**src/rtl/ps2_pkg.sv**
```systemverilog
// ps2_pkg: state, error-code and frame definitions shared by the PS/2 host transmitter and receiver.
package ps2_pkg;
    typedef enum logic [2:0] {IDLE, INHIBIT, START, BITS, STOP, ACK, WAIT_IDLE} ps2_state_t;
    localparam logic [1:0] ERR_NONE    = 2'b00;
    localparam logic [1:0] ERR_TIMEOUT = 2'b01;
    localparam logic [1:0] ERR_NO_ACK  = 2'b10;
    localparam logic [1:0] ERR_IDLE    = 2'b11;
    localparam int FRAME_EDGES = 11;
    localparam int DATA_BITS = 8;
    localparam logic ODD_PARITY = 1'b1;
    function automatic logic parity_of(input logic [7:0] d);
        return ODD_PARITY ? ~^d : ^d;
    endfunction
endpackage

```
**src/rtl/ps2_sync_edge.sv**
```systemverilog
// ps2_sync_edge: 2-flop synchronizer for one PS/2 pad plus a falling-edge detector.
module ps2_sync_edge (
    input  logic clock,
    input  logic reset,
    input  logic pad,
    output logic level,
    output logic fall
);
    logic meta, prev;
    always_ff @(posedge clock or negedge reset) begin
        if (!reset) {meta, level, prev} <= 3'b111;
        else        {meta, level, prev} <= {pad, meta, level};
    end
    assign fall = prev & ~level;
endmodule

```
**src/rtl/ps2_host_tx.sv**
```systemverilog
// ps2_host_tx: PS/2 host-to-device byte transmitter; inhibits the bus, then shifts a frame out on device clocks.
module ps2_host_tx
    import ps2_pkg::*;
#(
    parameter int INHIBIT_CYCLES   = 5000,
    parameter int TIMEOUT_CYCLES   = 750000,
    parameter int WAIT_IDLE_CYCLES = 50000
)(
    input  logic       clock,
    input  logic       reset,
    input  logic [7:0] tx_data,
    input  logic       tx_valid,
    output logic       tx_ready,
    output logic       tx_done,
    output logic       tx_error,
    output logic [1:0] err_code,
    input  logic       ps2_clock_in,
    input  logic       ps2_data_in,
    output logic       ps2_clock_oe,
    output logic       ps2_data_oe
);
    localparam int MAX_AB = (TIMEOUT_CYCLES > WAIT_IDLE_CYCLES) ? TIMEOUT_CYCLES : WAIT_IDLE_CYCLES;
    localparam int MAX_CYCLES = (MAX_AB > INHIBIT_CYCLES) ? MAX_AB : INHIBIT_CYCLES;
    localparam int CW = $clog2(MAX_CYCLES + 1);
    localparam logic [CW-1:0] INH_START = CW'(INHIBIT_CYCLES - 2);
    localparam logic [CW-1:0] INH_LAST  = CW'(INHIBIT_CYCLES - 1);
    localparam logic [CW-1:0] TO_LAST   = CW'(TIMEOUT_CYCLES - 1);
    localparam logic [CW-1:0] WI_LAST   = CW'(WAIT_IDLE_CYCLES - 1);

    ps2_state_t    state;
    logic [7:0]    data;
    logic          parity;
    logic [3:0]    bit_cnt;
    logic [CW-1:0] cnt, cnt_next;
    logic          clk_level, clk_fall, data_level, unused_data_fall;

    ps2_sync_edge u_clk  (.clock(clock), .reset(reset), .pad(ps2_clock_in), .level(clk_level),  .fall(clk_fall));
    ps2_sync_edge u_data (.clock(clock), .reset(reset), .pad(ps2_data_in),  .level(data_level), .fall(unused_data_fall));

    assign cnt_next = (cnt == '1) ? cnt : cnt + CW'(1);
    assign tx_ready = (state == IDLE);

    // One counter serves the inhibit period, the per-edge timeout and the idle wait.
    always_ff @(posedge clock or negedge reset) begin
        if (!reset) begin
            state        <= IDLE;
            data         <= '0;
            parity       <= 1'b0;
            bit_cnt      <= '0;
            cnt          <= '0;
            ps2_clock_oe <= 1'b0;
            ps2_data_oe  <= 1'b0;
            tx_done      <= 1'b0;
            tx_error     <= 1'b0;
            err_code     <= ERR_NONE;
        end else begin
            tx_done  <= 1'b0;
            tx_error <= 1'b0;
            cnt      <= cnt_next;
            case (state)
                IDLE: begin
                    if (tx_valid) begin
                        data         <= tx_data;
                        parity       <= parity_of(tx_data);
                        cnt          <= '0;
                        bit_cnt      <= '0;
                        ps2_clock_oe <= 1'b1;
                        state        <= INHIBIT;
                    end
                end
                INHIBIT: begin
                    if (cnt == INH_START) ps2_data_oe <= 1'b1;
                    if (cnt == INH_LAST) begin
                        ps2_clock_oe <= 1'b0;
                        cnt          <= '0;
                        state        <= START;
                    end
                end
                START, BITS, STOP, ACK: begin
                    if (clk_fall) begin
                        cnt     <= '0;
                        bit_cnt <= (bit_cnt == 4'hF) ? bit_cnt : bit_cnt + 4'd1;
                        if (state == STOP) begin
                            ps2_data_oe <= 1'b0;
                            state       <= ACK;
                        end else if (state == ACK) begin
                            tx_error <= data_level;
                            if (data_level) err_code <= ERR_NO_ACK;
                            state <= data_level ? IDLE : WAIT_IDLE;
                        end else begin
                            // bit_cnt counts edges already seen: 0..7 select data bits, 8 is parity
                            ps2_data_oe <= (bit_cnt < 4'(DATA_BITS)) ? ~data[bit_cnt[2:0]] : ~parity;
                            state       <= (bit_cnt == 4'(DATA_BITS)) ? STOP : BITS;
                        end
                    end else if (cnt == TO_LAST) begin
                        tx_error     <= 1'b1;
                        err_code     <= ERR_TIMEOUT;
                        ps2_clock_oe <= 1'b0;
                        ps2_data_oe  <= 1'b0;
                        state        <= IDLE;
                    end
                end
                WAIT_IDLE: begin
                    if (clk_level && data_level) begin
                        tx_done <= 1'b1;
                        state   <= IDLE;
                    end else if (cnt == WI_LAST) begin
                        tx_error <= 1'b1;
                        err_code <= ERR_IDLE;
                        state    <= IDLE;
                    end
                end
                default: state <= IDLE;
            endcase
        end
    end
endmodule

```
**config.mk**
```make
export PLATFORM = sky130hd
export DESIGN_NAME = ps2_host_tx
export DESIGN_NICKNAME = d
export VERILOG_FILES = /design/src/rtl/ps2_pkg.sv /design/src/rtl/ps2_sync_edge.sv /design/src/rtl/ps2_host_tx.sv
export SDC_FILE = /design/constraint.sdc
export NUM_CORES = 1
export LEC_CHECK = 0
export ABC_AREA = 1
export ABC_CLOCK_PERIOD_IN_PS = 1700
export CORE_ASPECT_RATIO = 1.5
export CORE_MARGIN = 1.5
export CORE_UTILIZATION = 28
export CTS_CLUSTER_SIZE = 24
export DETAILED_ROUTE_END_ITERATION = 7
export GPL_TIMING_DRIVEN = 0
export PLACE_DENSITY_LB_ADDON = 0.2
export SLEW_MARGIN = 20
export SYNTH_ARGS = -nofsm -noshare
export SYNTH_HDL_FRONTEND = slang
export SYNTH_SLANG_ARGS = --single-unit
```
**constraint.sdc**
```tcl
create_clock -name clock -period 1.7 [get_ports clock]
set_input_delay 0.34 -clock clock [delete_from_list [all_inputs] [get_ports clock]]
set_output_delay 0.34 -clock clock [all_outputs]
set_load 0.02 [all_outputs]
```
==> results of run 1 <==
-- Yosys cell counts, drive strengths merged --
master | instances | share of area, %
a211oi | 1 | 0.25
nor3 | 15 | 2.5
dfstp | 5 | 4.4
a21boi | 1 | 0.25
nand4 | 7 | 1.5
o31ai | 1 | 0.25
clkbuf | 2 | 0.25
or2 | 4 | 0.84
buf | 3 | 1.0
a31oi | 1 | 0.21
nor2 | 80 | 11
nand2 | 130 | 17
nand3 | 37 | 7.3
inv | 65 | 8.2
xnor2 | 5 | 1.5
dfrtp | 42 | 35
o21ai | 22 | 3.7
ha | 5 | 2.1
xor2 | 2 | 0.59
clkinv | 1 | 0.30
a21oi | 7 | 1.2
o221ai | 1 | 0.30
-- kinds of logic after synthesis --
family,count (synthesis),synth area share [%]
flops,47,39.89
fa+ha+maj,5,2.111
compound gates,34,6.163
simple gates,273,39.97
buf+inv,71,9.793
xor+xnor,7,2.068
-- layout make-up --
cell class	count	area, µm²	share of cell area [%]
Sequential cell	47	1197	29.92
Inverter	66	257.7	6.440
Clock buffer	8	136.4	3.407
Timing Repair Buffer	50	473.0	11.82
Multi-Input combinational cell	320	1717	42.89
Tap cell	141	176.4	4.408
Buffer	4	45.04	1.125
-- metal layers --
layer | vias to the layer above | track usage (%) | wire length [µm] | share of wire, %
met1 | 1387 | 16.49 | 3080 | 38
met2 | 82 | 29.32 | 4403 | 54
met3 | 35 | 2.166 | 247 | 3.0
met5 | - | 0 | 0 | 0
li1 | 1481 | - | - | -
met4 | 0 | 9.488 | 477 | 5.8
-- path summary, 6_finish.rpt --
path | cells after the start | endpoint | startpoint
setup / recovery | 10 | cnt[7]$_DFF_PN0_ | cnt[5]$_DFF_PN0_
hold / removal | 1 | cnt[12]$_DFF_PN0_ | reset
setup reg to reg | 10 | cnt[7]$_DFF_PN0_ | cnt[5]$_DFF_PN0_
hold reg to reg | 0 | u_data.level$_DFF_PN1_ | u_data.meta$_DFF_PN1_
max in group asynchronous | 1 | state[1]$_DFFE_PN0P_ | reset
min in group clock | 0 | u_data.level$_DFF_PN1_ | u_data.meta$_DFF_PN1_
-- stage by stage --
| stage | power [mW] | hold slack, ns | instances |
|---|---|---|---|
| detailed placement | 3.049 | 0.3479 | 597 |
| finish | 4.759 | 0.06660 | 636 |
| CTS | 4.554 | 0.09615 | 623 |
| global placement | 3.038 | 0.3463 | 597 |
| global route | 5.117 | 0.1227 | 636 |
| floorplan | 2.537 | 0.04441 | 437 |
-- worst max-delay path, cell delays in order, from the launching register on --
cell and delay, ns:
sky130_fd_sc_hd__dfrtp_2 0.47, sky130_fd_sc_hd__nor2_2 0.16, sky130_fd_sc_hd__nand2_2 0.09, sky130_fd_sc_hd__nor2_2 0.12
sky130_fd_sc_hd__nand3_2 0.08, sky130_fd_sc_hd__nand2_2 0.11, sky130_fd_sc_hd__nand3_4 0.12, sky130_fd_sc_hd__buf_6 0.15
sky130_fd_sc_hd__buf_4 0.14, sky130_fd_sc_hd__nand2_1 0.05, sky130_fd_sc_hd__nor2_1 0.04
-- flip-flops by register name (all words and copies together) (netlist names), 2 cells and up --
name and count:
cnt 20, data 8, bit_cnt 4, state 3, err_code 2
-- power groups by stage --
| stage | Sequential, mW | Combinational, mW | Clock, mW |
|---|---|---|---|
| 6_report | 1.53 | 2.26 | 0.969 |
| 5_1_grt | 1.56 | 2.51 | 1.05 |
| 4_1_cts | 1.53 | 2.02 | 1.01 |
| 3_5_place_dp | 1.55 | 1.50 | 0 |
| 3_3_place_gp | 1.54 | 1.50 | 0 |
| 2_1_floorplan | 1.56 | 0.976 | 0 |
-- timing repair --
action | CTS | global route
cloned | 2 | 1
endpoints found under the hold margin | 0 | 0
pin swaps | 6 | 19
gates resized for setup | 34 | 64
setup buffers | 16 | 13
setup endpoints to repair | 33 | 40
==> metrics.txt, run 1 <==
# TYPE chip_impl_metric gauge
chip_impl_info{name="run_status",value="completed"} 1
chip_impl_info{name="timing_worst_setup_path_type",value="reg2reg"} 1
chip_impl_metric{name="portBuffers",unit=""} 19
chip_impl_metric{name="p_per_area",unit="mW/mm²"} 1189
chip_impl_metric{name="max_freq",unit="GHz"} 0.6001
chip_impl_metric{name="layout.cell_area.non_filler",unit="mm²"} 0.004003
chip_impl_info{name="cts.root.buffer_cell",value="sky130_fd_sc_hd__clkbuf_16"} 1
chip_impl_metric{name="cts_buffers",unit=""} 5
chip_impl_metric{name="routed_via_density",unit=""} 4.693
chip_impl_metric{name="nFillCells",unit=""} 1056
chip_impl_metric{name="detailedRoute.firstPassIterationCount",unit=""} 4
chip_impl_metric{name="grt_first_pass_wirelength",unit="µm"} 13810
chip_impl_metric{name="finalSetupTns",unit="ns"} 0
chip_impl_metric{name="post-dp-hpwl",unit="µm"} 5628
chip_impl_metric{name="timing.critical_path.fanout_max",unit=""} 7
chip_impl_metric{name="post-route-drc-count",unit=""} 0
chip_impl_info{name="hold_path.class",value="in2async"} 1
chip_impl_info{name="layout.cells.most_common_list",value="sky130_fd_sc_hd__nand2_1, sky130_fd_sc_hd__inv_1, sky130_fd_sc_hd__nor2_1"} 1
chip_impl_metric{name="dieHeight",unit="µm"} 129.0
chip_impl_metric{name="number_of_inserted_diodes",unit=""} 0
chip_impl_metric{name="initial_core_util",unit="%"} 29.09
chip_impl_metric{name="clock_sinks",unit=""} 47
chip_impl_metric{name="final_critical_path_setup_slack",unit="ns"} 0.03372
chip_impl_metric{name="clk_pin_slew",unit="ns"} 0.07
chip_impl_metric{name="vdd.ir_drop.worst",unit="µV"} 618.6
chip_impl_metric{name="syn_to_final_growth",unit="%"} 35.04
chip_impl_metric{name="row_count",unit=""} 45
chip_impl_metric{name="timing.critical_path.arrival",unit="ns"} 1.84
chip_impl_metric{name="post_route_cells_drive_above_1_share",unit="%"} 25.45
chip_impl_metric{name="finalHoldViolCount",unit=""} 0
chip_impl_metric{name="first_iter_violations",unit=""} 134
chip_impl_metric{name="timing.max_cap.violations",unit=""} 0
chip_impl_metric{name="global_route.usage.total",unit="%"} 15.78
chip_impl_metric{name="period_share",unit="%"} 98.02
chip_impl_metric{name="timing.final.crit_period",unit="ns"} 1.666
chip_impl_metric{name="cellInternalPower",unit="mW"} 2.929
chip_impl_metric{name="mappedNetlistArea",unit="mm²"} 0.002964
chip_impl_metric{name="die_width",unit="µm"} 87.01
chip_impl_metric{name="cts-hold-fix-buffers",unit=""} 0
chip_impl_metric{name="dpl_cell_area",unit="mm²"} 0.003328
chip_impl_metric{name="clk_buf_depth",unit=""} 2
chip_impl_metric{name="grt_start_max_net_pins",unit=""} 48
chip_impl_metric{name="grt_antenna_before_repair",unit=""} 0
chip_impl_metric{name="required_time_of_the_critical_path",unit="ns"} 1.88
chip_impl_metric{name="timing.slew.headroom",unit="%"} 59.34
chip_impl_metric{name="syn-instance-count",unit=""} 437
chip_impl_metric{name="seqPwrFrac",unit="%"} 32.1
chip_impl_metric{name="worst_skew_pair.late_latency",unit="ns"} 0.29
chip_impl_metric{name="worstMarginPinSlew",unit="ns"} 0.6099
chip_impl_metric{name="gr-total-overflow",unit=""} 0
chip_impl_metric{name="routability_congestion_estimate_from_global_placement",unit=""} 0.8834
chip_impl_metric{name="r2r_setup_slack",unit="ns"} 0.03
chip_impl_metric{name="floorplan.die_area",unit="mm²"} 0.01123
chip_impl_metric{name="synth_nets",unit=""} 455
chip_impl_metric{name="level_count_of_the_clock_h_tree",unit=""} 2
chip_impl_metric{name="sw_power",unit="mW"} 1.830
chip_impl_metric{name="power_frac_comb",unit="%"} 47.6
chip_impl_metric{name="synth-seq-cells",unit=""} 47
chip_impl_metric{name="yosys_warnings",unit=""} 0
chip_impl_metric{name="setup_viol",unit=""} 0
chip_impl_info{name="crit_path_end_kind",value="register"} 1
chip_impl_metric{name="dpl_worst_slack",unit="ns"} -0.3299
chip_impl_metric{name="syn_avg_cell_area",unit="µm²"} 6.783
chip_impl_metric{name="synth_cell_type_count",unit=""} 28
chip_impl_metric{name="power.share.switching",unit="%"} 38.45
chip_impl_metric{name="drt-wirelength-per-cell",unit="µm"} 12.91
chip_impl_metric{name="proportion_of_synthesized_chip_area_in_sequential_cells",unit="%"} 39.89
chip_impl_metric{name="finalWirelength",unit="µm"} 8208
chip_impl_info{name="tritoncts_clock_tree",value="done"} 1
chip_impl_metric{name="timing.clock.skew",unit="ns"} 0.008396
chip_impl_metric{name="vias_in_the_first_global_route",unit=""} 3044
chip_impl_metric{name="utilization",unit="%"} 39.28
chip_impl_metric{name="layout.nets",unit=""} 512
chip_impl_metric{name="power.leakage",unit="nW"} 1.784
chip_impl_info{name="rsz_0062_raised_after_global_routing",value="yes"} 1
chip_impl_metric{name="coreArea",unit="mm²"} 0.01019
chip_impl_metric{name="clkPwrFrac",unit="%"} 20.3
chip_impl_metric{name="num_vias",unit=""} 2985
chip_impl_info{name="mostFrequentLayoutCell",value="sky130_fd_sc_hd__nand2_1"} 1
chip_impl_metric{name="final_max_tran_viols",unit=""} 0
chip_impl_metric{name="io_pins",unit=""} 20
chip_impl_info{name="start_kind",value="register"} 1
chip_impl_metric{name="final_antenna_net_count",unit=""} 0
(Power assumes the default switching activity.)
==> inputs of run 2 (changes only) <==
--- a/config.mk
+++ b/config.mk
@@ -6,7 +6,7 @@
 export NUM_CORES = 1
 export LEC_CHECK = 0
 export ABC_AREA = 1
-export ABC_CLOCK_PERIOD_IN_PS = 1700
+export ABC_CLOCK_PERIOD_IN_PS = 1900
 export CORE_ASPECT_RATIO = 1.5
 export CORE_MARGIN = 1.5
 export CORE_UTILIZATION = 28
==> constraint.sdc (replaced) <==
create_clock -name clock -period 1.9 [get_ports clock]
set_input_delay 0.38 -clock clock [delete_from_list [all_inputs] [get_ports clock]]
set_output_delay 0.38 -clock clock [all_outputs]
set_load 0.02 [all_outputs]
==> run 2 against run 1 <==
Count of clock-buffer cells in the layout is the same. Register-to-register slack better by 0.11 ns. Worst setup slack improved by 0.063 ns. Critical path depth decreased by 6. Total power shrank 22%. Combinational power is 34% lower. Critical endpoint is now tx_ready. Largest power group unchanged.
==> metrics.txt, run 2 (synthesis gave the netlist of run 1 again) <==
# TYPE chip_impl_metric gauge
chip_impl_info{name="critical_path.reg2reg.endpoint",value="cnt[3]$_DFF_PN0_"} 1
chip_impl_metric{name="timing.final.crit_period",unit="ns"} 1.803
chip_impl_metric{name="power_frac_comb",unit="%"} 40.0
chip_impl_metric{name="power.share.switching",unit="%"} 38.93
chip_impl_metric{name="r2r_setup_slack",unit="ns"} 0.14
chip_impl_info{name="rsz_0062_raised_after_global_routing",value="no"} 1
chip_impl_info{name="tritoncts_clock_tree",value="done"} 1
chip_impl_metric{name="seqPwrFrac",unit="%"} 37.0
chip_impl_metric{name="finalPower",unit="mW"} 3.734
chip_impl_metric{name="row_count",unit=""} 45
chip_impl_metric{name="cellInternalPower",unit="mW"} 2.280
chip_impl_metric{name="initial_core_util",unit="%"} 29.09
chip_impl_info{name="start_kind",value="register"} 1
chip_impl_metric{name="drt-wirelength-per-cell",unit="µm"} 12.58
chip_impl_info{name="timing.rr.start",value="cnt[1]$_DFF_PN0_"} 1
chip_impl_metric{name="grt_start_max_net_pins",unit=""} 48
chip_impl_metric{name="clk_pin_slew",unit="ns"} 0.07
chip_impl_metric{name="period_share",unit="%"} 94.90
chip_impl_metric{name="io_pins",unit=""} 20
chip_impl_metric{name="routed_via_density",unit=""} 4.606
chip_impl_metric{name="floorplan.die_area",unit="mm²"} 0.01123
chip_impl_metric{name="final_antenna_net_count",unit=""} 0
chip_impl_metric{name="clock_sinks",unit=""} 47
chip_impl_metric{name="gr-total-overflow",unit=""} 0
chip_impl_info{name="cts.root.buffer_cell",value="sky130_fd_sc_hd__clkbuf_16"} 1
chip_impl_metric{name="cts_buffers",unit=""} 5
chip_impl_metric{name="layout.nets",unit=""} 487
chip_impl_metric{name="p_per_area",unit="mW/mm²"} 1042
chip_impl_metric{name="sw_power",unit="mW"} 1.453
chip_impl_metric{name="die_width",unit="µm"} 87.01
chip_impl_metric{name="clk_buf_depth",unit=""} 2
chip_impl_metric{name="worst_skew_pair.late_latency",unit="ns"} 0.29
chip_impl_metric{name="post-route-drc-count",unit=""} 0
chip_impl_metric{name="num_vias",unit=""} 2814
chip_impl_metric{name="routability_congestion_estimate_from_global_placement",unit=""} 0.8834
chip_impl_metric{name="clkPwrFrac",unit="%"} 23.0
chip_impl_info{name="registers_with_the_most_flip_flops",value="cnt: 20 flops, data: 8 flops, bit_cnt: 4 flops"} 1
chip_impl_metric{name="grt_antenna_before_repair",unit=""} 0
chip_impl_metric{name="global_route.usage.total",unit="%"} 15.31
chip_impl_metric{name="vdd.ir_drop.worst",unit="µV"} 481.9
chip_impl_metric{name="required_time_of_the_critical_path",unit="ns"} 1.52
chip_impl_metric{name="post-dp-hpwl",unit="µm"} 5628
chip_impl_metric{name="level_count_of_the_clock_h_tree",unit=""} 2
chip_impl_metric{name="final_max_tran_viols",unit=""} 0
chip_impl_info{name="timing_worst_setup_path_type",value="reg2out"} 1
chip_impl_metric{name="post_route_cells_drive_above_1_share",unit="%"} 11.28
chip_impl_metric{name="finalWirelength",unit="µm"} 7687
chip_impl_metric{name="timing.clock.skew",unit="ns"} 0.008244
chip_impl_metric{name="first_iter_violations",unit=""} 99
chip_impl_metric{name="utilization",unit="%"} 35.15
chip_impl_metric{name="final_critical_path_setup_slack",unit="ns"} 0.09698
chip_impl_metric{name="worst_r2r_path_depth",unit=""} 10
chip_impl_info{name="layout.cells.most_common_list",value="sky130_fd_sc_hd__nand2_1, sky130_fd_sc_hd__nor2_1, sky130_fd_sc_hd__inv_1"} 1
chip_impl_metric{name="grt_first_pass_wirelength",unit="µm"} 13440
chip_impl_metric{name="power.leakage",unit="nW"} 1.630
chip_impl_info{name="mostFrequentLayoutCell",value="sky130_fd_sc_hd__nand2_1"} 1
chip_impl_info{name="crit_path_end_kind",value="output pin"} 1
chip_impl_metric{name="finalHoldViolCount",unit=""} 0
chip_impl_metric{name="number_of_inserted_diodes",unit=""} 0
chip_impl_metric{name="post-place-cells",unit=""} 597
chip_impl_info{name="run_status",value="completed"} 1
chip_impl_metric{name="max_freq",unit="GHz"} 0.5546
chip_impl_metric{name="dpl_worst_slack",unit="ns"} -0.1299
chip_impl_metric{name="largest_reg_flops",unit=""} 20
chip_impl_metric{name="timing.slew.headroom",unit="%"} 59.56
chip_impl_metric{name="syn_to_final_growth",unit="%"} 20.85
chip_impl_metric{name="timing.critical_path.fanout_max",unit=""} 6
chip_impl_metric{name="timing.critical_path.arrival",unit="ns"} 1.42
chip_impl_info{name="largest_register",value="cnt"} 1
chip_impl_metric{name="setup_viol",unit=""} 0
chip_impl_metric{name="timing.max_cap.violations",unit=""} 0
chip_impl_metric{name="portBuffers",unit=""} 19
chip_impl_metric{name="dieHeight",unit="µm"} 129.0
chip_impl_metric{name="detailedRoute.firstPassIterationCount",unit=""} 5
chip_impl_metric{name="coreArea",unit="mm²"} 0.01019
chip_impl_info{name="hold_path.class",value="in2async"} 1
chip_impl_metric{name="worstMarginPinSlew",unit="ns"} 0.6066
chip_impl_metric{name="vias_in_the_first_global_route",unit=""} 2948
chip_impl_metric{name="final-instance-count-excl-fill",unit=""} 611
-- run 2: cell types whose count changed in the layout (fill, tap and decap cells not counted), moves of 4 or more --
cell | before | now
sky130_fd_sc_hd__buf_4 | 27 | 8
sky130_fd_sc_hd__dfrtp_1 | 30 | 38
sky130_fd_sc_hd__dfrtp_2 | 12 | 4
sky130_fd_sc_hd__inv_1 | 59 | 64
sky130_fd_sc_hd__inv_2 | 4 | 0
sky130_fd_sc_hd__nand2_1 | 115 | 128
sky130_fd_sc_hd__nand2_2 | 13 | 1
sky130_fd_sc_hd__nand3_1 | 29 | 34
sky130_fd_sc_hd__nand3_2 | 6 | 1
sky130_fd_sc_hd__nor2_1 | 57 | 66
sky130_fd_sc_hd__nor2_4 | 9 | 3
sky130_fd_sc_hd__o21ai_0 | 15 | 22
sky130_fd_sc_hd__o21ai_1 | 4 | 0
-- run 2: routing by layer --
| layer | track usage, % | share of wire, % | vias to the layer above | wire length, µm |
|---|---|---|---|---|
| met2 | 28.73 | 55 | 46 | 4196 |
| met1 | 16.41 | 41 | 1323 | 3120 |
| met3 | 2.038 | 2.0 | 17 | 154 |
| li1 | - | - | 1428 | - |
| met4 | 7.780 | 2.8 | 0 | 216 |
| met5 | 0 | 0 | - | 0 |
-- run 2: worst max path at each step --
stage / from / end / slack, ns
after floorplan: state[2]$_DFFE_PN0P_ / ps2_clock_oe$_DFFE_PN0P_ / 0.22
after global placement: reset / state[0]$_DFFE_PN0P_ / -1.08
after detailed placement: state[2]$_DFFE_PN0P_ / cnt[8]$_DFF_PN0_ / -0.13
after CTS: state[2]$_DFFE_PN0P_ / cnt[8]$_DFF_PN0_ / 0.004
after global routing: state[0]$_DFFE_PN0P_ / tx_ready / 0.001
final: state[0]$_DFFE_PN0P_ / tx_ready / 0.1
-- run 2: final cells by class --
cell class                 instances  area, µm²
fill                            1085       6609
multi-input combinational        320       1553
sequential                        47       1187
inverter                          66      255.2
timing repair buffer              25      231.5
tap                              141      176.4
clock buffer                       8      136.4
buffer                             4      42.54
-- run 2: critical path, cell delays in order, from the launching register on --
cell,delay (ns)
sky130_fd_sc_hd__dfrtp_1,0.42
sky130_fd_sc_hd__nor2_1,0.16
sky130_fd_sc_hd__nand2_1,0.11
sky130_fd_sc_hd__inv_1,0.11
sky130_fd_sc_hd__dlygate4sd2_1,0.34
-- run 2: power groups by stage --
stage                     Clock, mW  Sequential (mW)  Combinational, mW
final                         0.858             1.38               1.49
after detailed placement          0             1.39               1.34
after floorplan                   0             1.40              0.873
after global placement            0             1.38               1.34
after global routing          0.941             1.41               1.71
after CTS                     0.905             1.37               1.39
-- run 2: stage by stage --
step	area, µm²	TNS, ns	hold WS, ns
3_3_place_gp	3331	-49.23	0.3463
6_report	3582	0	0.1067
2_1_floorplan	2964	0	0.08441
3_5_place_dp	3328	-1.691	0.3479
4_1_cts	3501	0	0.1362
5_1_grt	3582	0	0.1623
-- run 2: repair_timing --
item | 4_1_cts | 5_1_grt
setup endpoints to repair | 21 | 28
hold buffers | 0 | 0
gates cloned | 1 | 0
pin swaps | 2 | 0
setup buffers | 1 | 5
resized for setup | 7 | 17
==> inputs of run 3 (changes only) <==
--- a/config.mk
+++ b/config.mk
@@ -8,13 +8,14 @@
 export ABC_AREA = 1
 export ABC_CLOCK_PERIOD_IN_PS = 1900
 export CORE_ASPECT_RATIO = 1.5
-export CORE_MARGIN = 1.5
 export CORE_UTILIZATION = 28
 export CTS_CLUSTER_SIZE = 24
 export DETAILED_ROUTE_END_ITERATION = 7
 export GPL_TIMING_DRIVEN = 0
 export PLACE_DENSITY_LB_ADDON = 0.2
+export SKIP_CTS_REPAIR_TIMING = 1
 export SLEW_MARGIN = 20
 export SYNTH_ARGS = -nofsm -noshare
 export SYNTH_HDL_FRONTEND = slang
+export SYNTH_HIERARCHICAL = 1
 export SYNTH_SLANG_ARGS = --single-unit
==> run 3 against run 2 <==
Non-clock buffer count decreased by 5. Critical path depth increased by 5. Cell count decreased by 0.98%. Worst hold slack got worse by 0.063 ns. Combinational power decreased by 7%. First-iteration DRC count increased by 3.0%. Global-route usage decreased by 1.1 points. Sequential power about the same. Count of clock-buffer cells in the layout decreased by 2. Synthesized area increased by 1.8%. Critical endpoint is now bit_cnt[2]$_DFFE_PN0P_. Largest cell class unchanged. Largest power group unchanged.
==> metrics.txt, run 3 <==
# TYPE chip_impl_metric gauge
chip_impl_metric{name="routed_via_density",unit=""} 4.468
chip_impl_metric{name="final_max_tran_viols",unit=""} 0
chip_impl_metric{name="mappedNetlistArea",unit="mm²"} 0.003017
chip_impl_metric{name="timing.slew.headroom",unit="%"} 68.12
chip_impl_metric{name="grt_antenna_before_repair",unit=""} 0
chip_impl_metric{name="largest_reg_flops",unit=""} 20
chip_impl_metric{name="grt_first_pass_wirelength",unit="µm"} 12280
chip_impl_metric{name="register_area",unit="mm²"} 0.001184
chip_impl_metric{name="global_route.usage.total",unit="%"} 14.21
chip_impl_metric{name="cts_buffers",unit=""} 5
chip_impl_metric{name="level_count_of_the_clock_h_tree",unit=""} 2
chip_impl_metric{name="timing.final.crit_period",unit="ns"} 1.740
chip_impl_metric{name="finalWirelength",unit="µm"} 7163
chip_impl_metric{name="clk_buf_depth",unit=""} 2
chip_impl_metric{name="timing.critical_path.arrival",unit="ns"} 1.95
chip_impl_metric{name="finalHoldViolCount",unit=""} 0
chip_impl_metric{name="drt-wirelength-per-cell",unit="µm"} 11.84
chip_impl_metric{name="worst_r2r_path_depth",unit=""} 9
chip_impl_metric{name="floorplan.die_area",unit="mm²"} 0.01120
chip_impl_info{name="timing.critical_path.from",value="state[2]$_DFFE_PN0P_"} 1
chip_impl_metric{name="post-route-drc-count",unit=""} 0
chip_impl_metric{name="cp_slowest_stage_delay",unit="ns"} 0.45
chip_impl_info{name="timing.rr.start",value="state[2]$_DFFE_PN0P_"} 1
chip_impl_metric{name="syn_avg_cell_area",unit="µm²"} 6.967
chip_impl_info{name="layout.cells.most_common_list",value="sky130_fd_sc_hd__nand2_1, sky130_fd_sc_hd__nor2_1, sky130_fd_sc_hd__inv_1"} 1
chip_impl_metric{name="multiInputGateArea",unit="mm²"} 0.001587
chip_impl_metric{name="timing.max_cap.violations",unit=""} 0
chip_impl_metric{name="first_iter_violations",unit=""} 102
chip_impl_metric{name="worst_skew_pair.late_latency",unit="ns"} 0.29
chip_impl_metric{name="nFillCells",unit=""} 1138
chip_impl_metric{name="holdWs",unit="ns"} 0.04393
chip_impl_metric{name="num_vias",unit=""} 2703
chip_impl_metric{name="dieHeight",unit="µm"} 129.1
chip_impl_metric{name="detailedRoute.firstPassIterationCount",unit=""} 5
chip_impl_metric{name="setup_viol",unit=""} 0
chip_impl_metric{name="utilization",unit="%"} 34.22
chip_impl_metric{name="post-dp-hpwl",unit="µm"} 5762
chip_impl_metric{name="finalPower",unit="mW"} 3.800
chip_impl_metric{name="worstMarginPinSlew",unit="ns"} 0.4783
chip_impl_metric{name="period_share",unit="%"} 91.58
chip_impl_metric{name="max_freq",unit="GHz"} 0.5747
chip_impl_metric{name="yosys_warnings",unit=""} 6
chip_impl_metric{name="initial_core_util",unit="%"} 28.64
chip_impl_metric{name="syn-instance-count",unit=""} 433
chip_impl_metric{name="required_time_of_the_critical_path",unit="ns"} 2.11
chip_impl_metric{name="layout.cell_area.non_filler",unit="mm²"} 0.003605
chip_impl_info{name="timing.critical_path.cells",value="ha_1, clkbuf_4, inv_2, nor2_2, inv_1, nand3_2, inv_1, nand2_1, a21oi_1"} 1
chip_impl_metric{name="vdd.ir_drop.worst",unit="µV"} 576.4
chip_impl_metric{name="gr-total-overflow",unit=""} 0
chip_impl_metric{name="portBuffers",unit=""} 19
chip_impl_metric{name="row_count",unit=""} 46
chip_impl_info{name="timing_worst_setup_path_type",value="reg2reg"} 1
chip_impl_metric{name="power.leakage",unit="nW"} 1.760
chip_impl_info{name="critical_path.reg2reg.endpoint",value="bit_cnt[2]$_DFFE_PN0P_"} 1
chip_impl_info{name="critical_path.endpoint",value="bit_cnt[2]$_DFFE_PN0P_"} 1
chip_impl_metric{name="clock_sinks",unit=""} 47
chip_impl_metric{name="p_per_area",unit="mW/mm²"} 1054
chip_impl_metric{name="final_antenna_net_count",unit=""} 0
chip_impl_metric{name="routability_congestion_estimate_from_global_placement",unit=""} 0.8679
chip_impl_metric{name="timing.critical_path.fanout_max",unit=""} 9
chip_impl_info{name="run_status",value="completed"} 1
chip_impl_metric{name="post_route_cells_drive_above_1_share",unit="%"} 12.80
chip_impl_info{name="crit_path_end_kind",value="register"} 1
chip_impl_metric{name="number_of_inserted_diodes",unit=""} 0
chip_impl_metric{name="clk_pin_slew",unit="ns"} 0.07
chip_impl_info{name="largest_register",value="cnt"} 1
chip_impl_metric{name="coreArea",unit="mm²"} 0.01053
chip_impl_info{name="hold_path.class",value="in2async"} 1
chip_impl_metric{name="vias_in_the_first_global_route",unit=""} 2710
chip_impl_info{name="critical_path.most_common_cell",value="sky130_fd_sc_hd__inv_1"} 1
chip_impl_metric{name="dpl_worst_slack",unit="ns"} 0.03220
chip_impl_metric{name="grt_start_max_net_pins",unit=""} 28
chip_impl_info{name="start_kind",value="register"} 1
chip_impl_metric{name="final_critical_path_setup_slack",unit="ns"} 0.1601
chip_impl_info{name="tritoncts_clock_tree",value="done"} 1
chip_impl_metric{name="io_pins",unit=""} 20
chip_impl_metric{name="syn_to_final_growth",unit="%"} 19.49
chip_impl_metric{name="die_width",unit="µm"} 86.75
chip_impl_info{name="mostFrequentLayoutCell",value="sky130_fd_sc_hd__nand2_1"} 1
chip_impl_info{name="registers_with_the_most_flip_flops",value="cnt: 20 flops, data: 8 flops, bit_cnt: 4 flops"} 1
chip_impl_metric{name="dpl_cell_area",unit="mm²"} 0.003402
chip_impl_metric{name="timing.clock.skew",unit="ns"} 0.005704
chip_impl_metric{name="finalSetupTns",unit="ns"} 0
chip_impl_info{name="cts.root.buffer_cell",value="sky130_fd_sc_hd__clkbuf_16"} 1
chip_impl_info{name="cpMaxStageDelayCell",value="sky130_fd_sc_hd__dfrtp_2"} 1
chip_impl_metric{name="r2r_setup_slack",unit="ns"} 0.16
chip_impl_metric{name="synth_nets",unit=""} 451
chip_impl_info{name="rsz_0062_raised_after_global_routing",value="no"} 1
chip_impl_metric{name="layout.nets",unit=""} 478
chip_impl_metric{name="final-instance-count-excl-fill",unit=""} 605
chip_impl_metric{name="post-place-cells",unit=""} 597
==> run 3: metal layers <==
metal	track usage (%)	vias up	part of all wire, %
li1	-	1408	-
met1	15.12	1236	40
met2	27.08	43	54
met3	1.847	16	2.0
met4	7.059	0	3.6
met5	0	-	0
==> run 3: cell type report <==
type | count | area share [%]
inverters | 65 | 6.768
flip-flops and latches | 47 | 32.84
plain buffers | 4 | 0.7983
repair buffers | 20 | 5.762
multi-input cells | 317 | 44.01
clock buffers | 6 | 3.853
clock inverters | 2 | 0.9719
well taps | 144 | 4.998
==> run 3: worst min path at each step <==
| stage | end | startpoint | cells after the start |
|---|---|---|---|
| finish | cnt[10]$_DFF_PN0_ | reset | 1 |
| global route | err_code[1]$_DFFE_PN0P_ | reset | 1 |
| CTS | cnt[10]$_DFF_PN0_ | reset | 1 |
| detailed placement | u_clk/level$_DFF_PN1_ | u_clk/meta$_DFF_PN1_ | 0 |
| global placement | u_data/level$_DFF_PN1_ | u_data/meta$_DFF_PN1_ | 0 |
| floorplan | bit_cnt[0]$_DFFE_PN0P_ | reset | 0 |
==> run 3: worst max-delay path, delay by kind of cell (launching register included) <==
| kind | cells | cell delay [ns] |
|---|---|---|
| buffers and inverters | 4 | 0.56 |
| DFF | 1 | 0.45 |
| AOI/OAI and AO/OA | 1 | 0.13 |
| and+or+nand+nor | 3 | 0.23 |
| adders and majority gates | 1 | 0.28 |
==> run 3: where the power goes <==
part           switching (mW)  internal [mW]
clock                   0.391          0.655
combinational           0.878          0.511
sequential              0.156           1.21
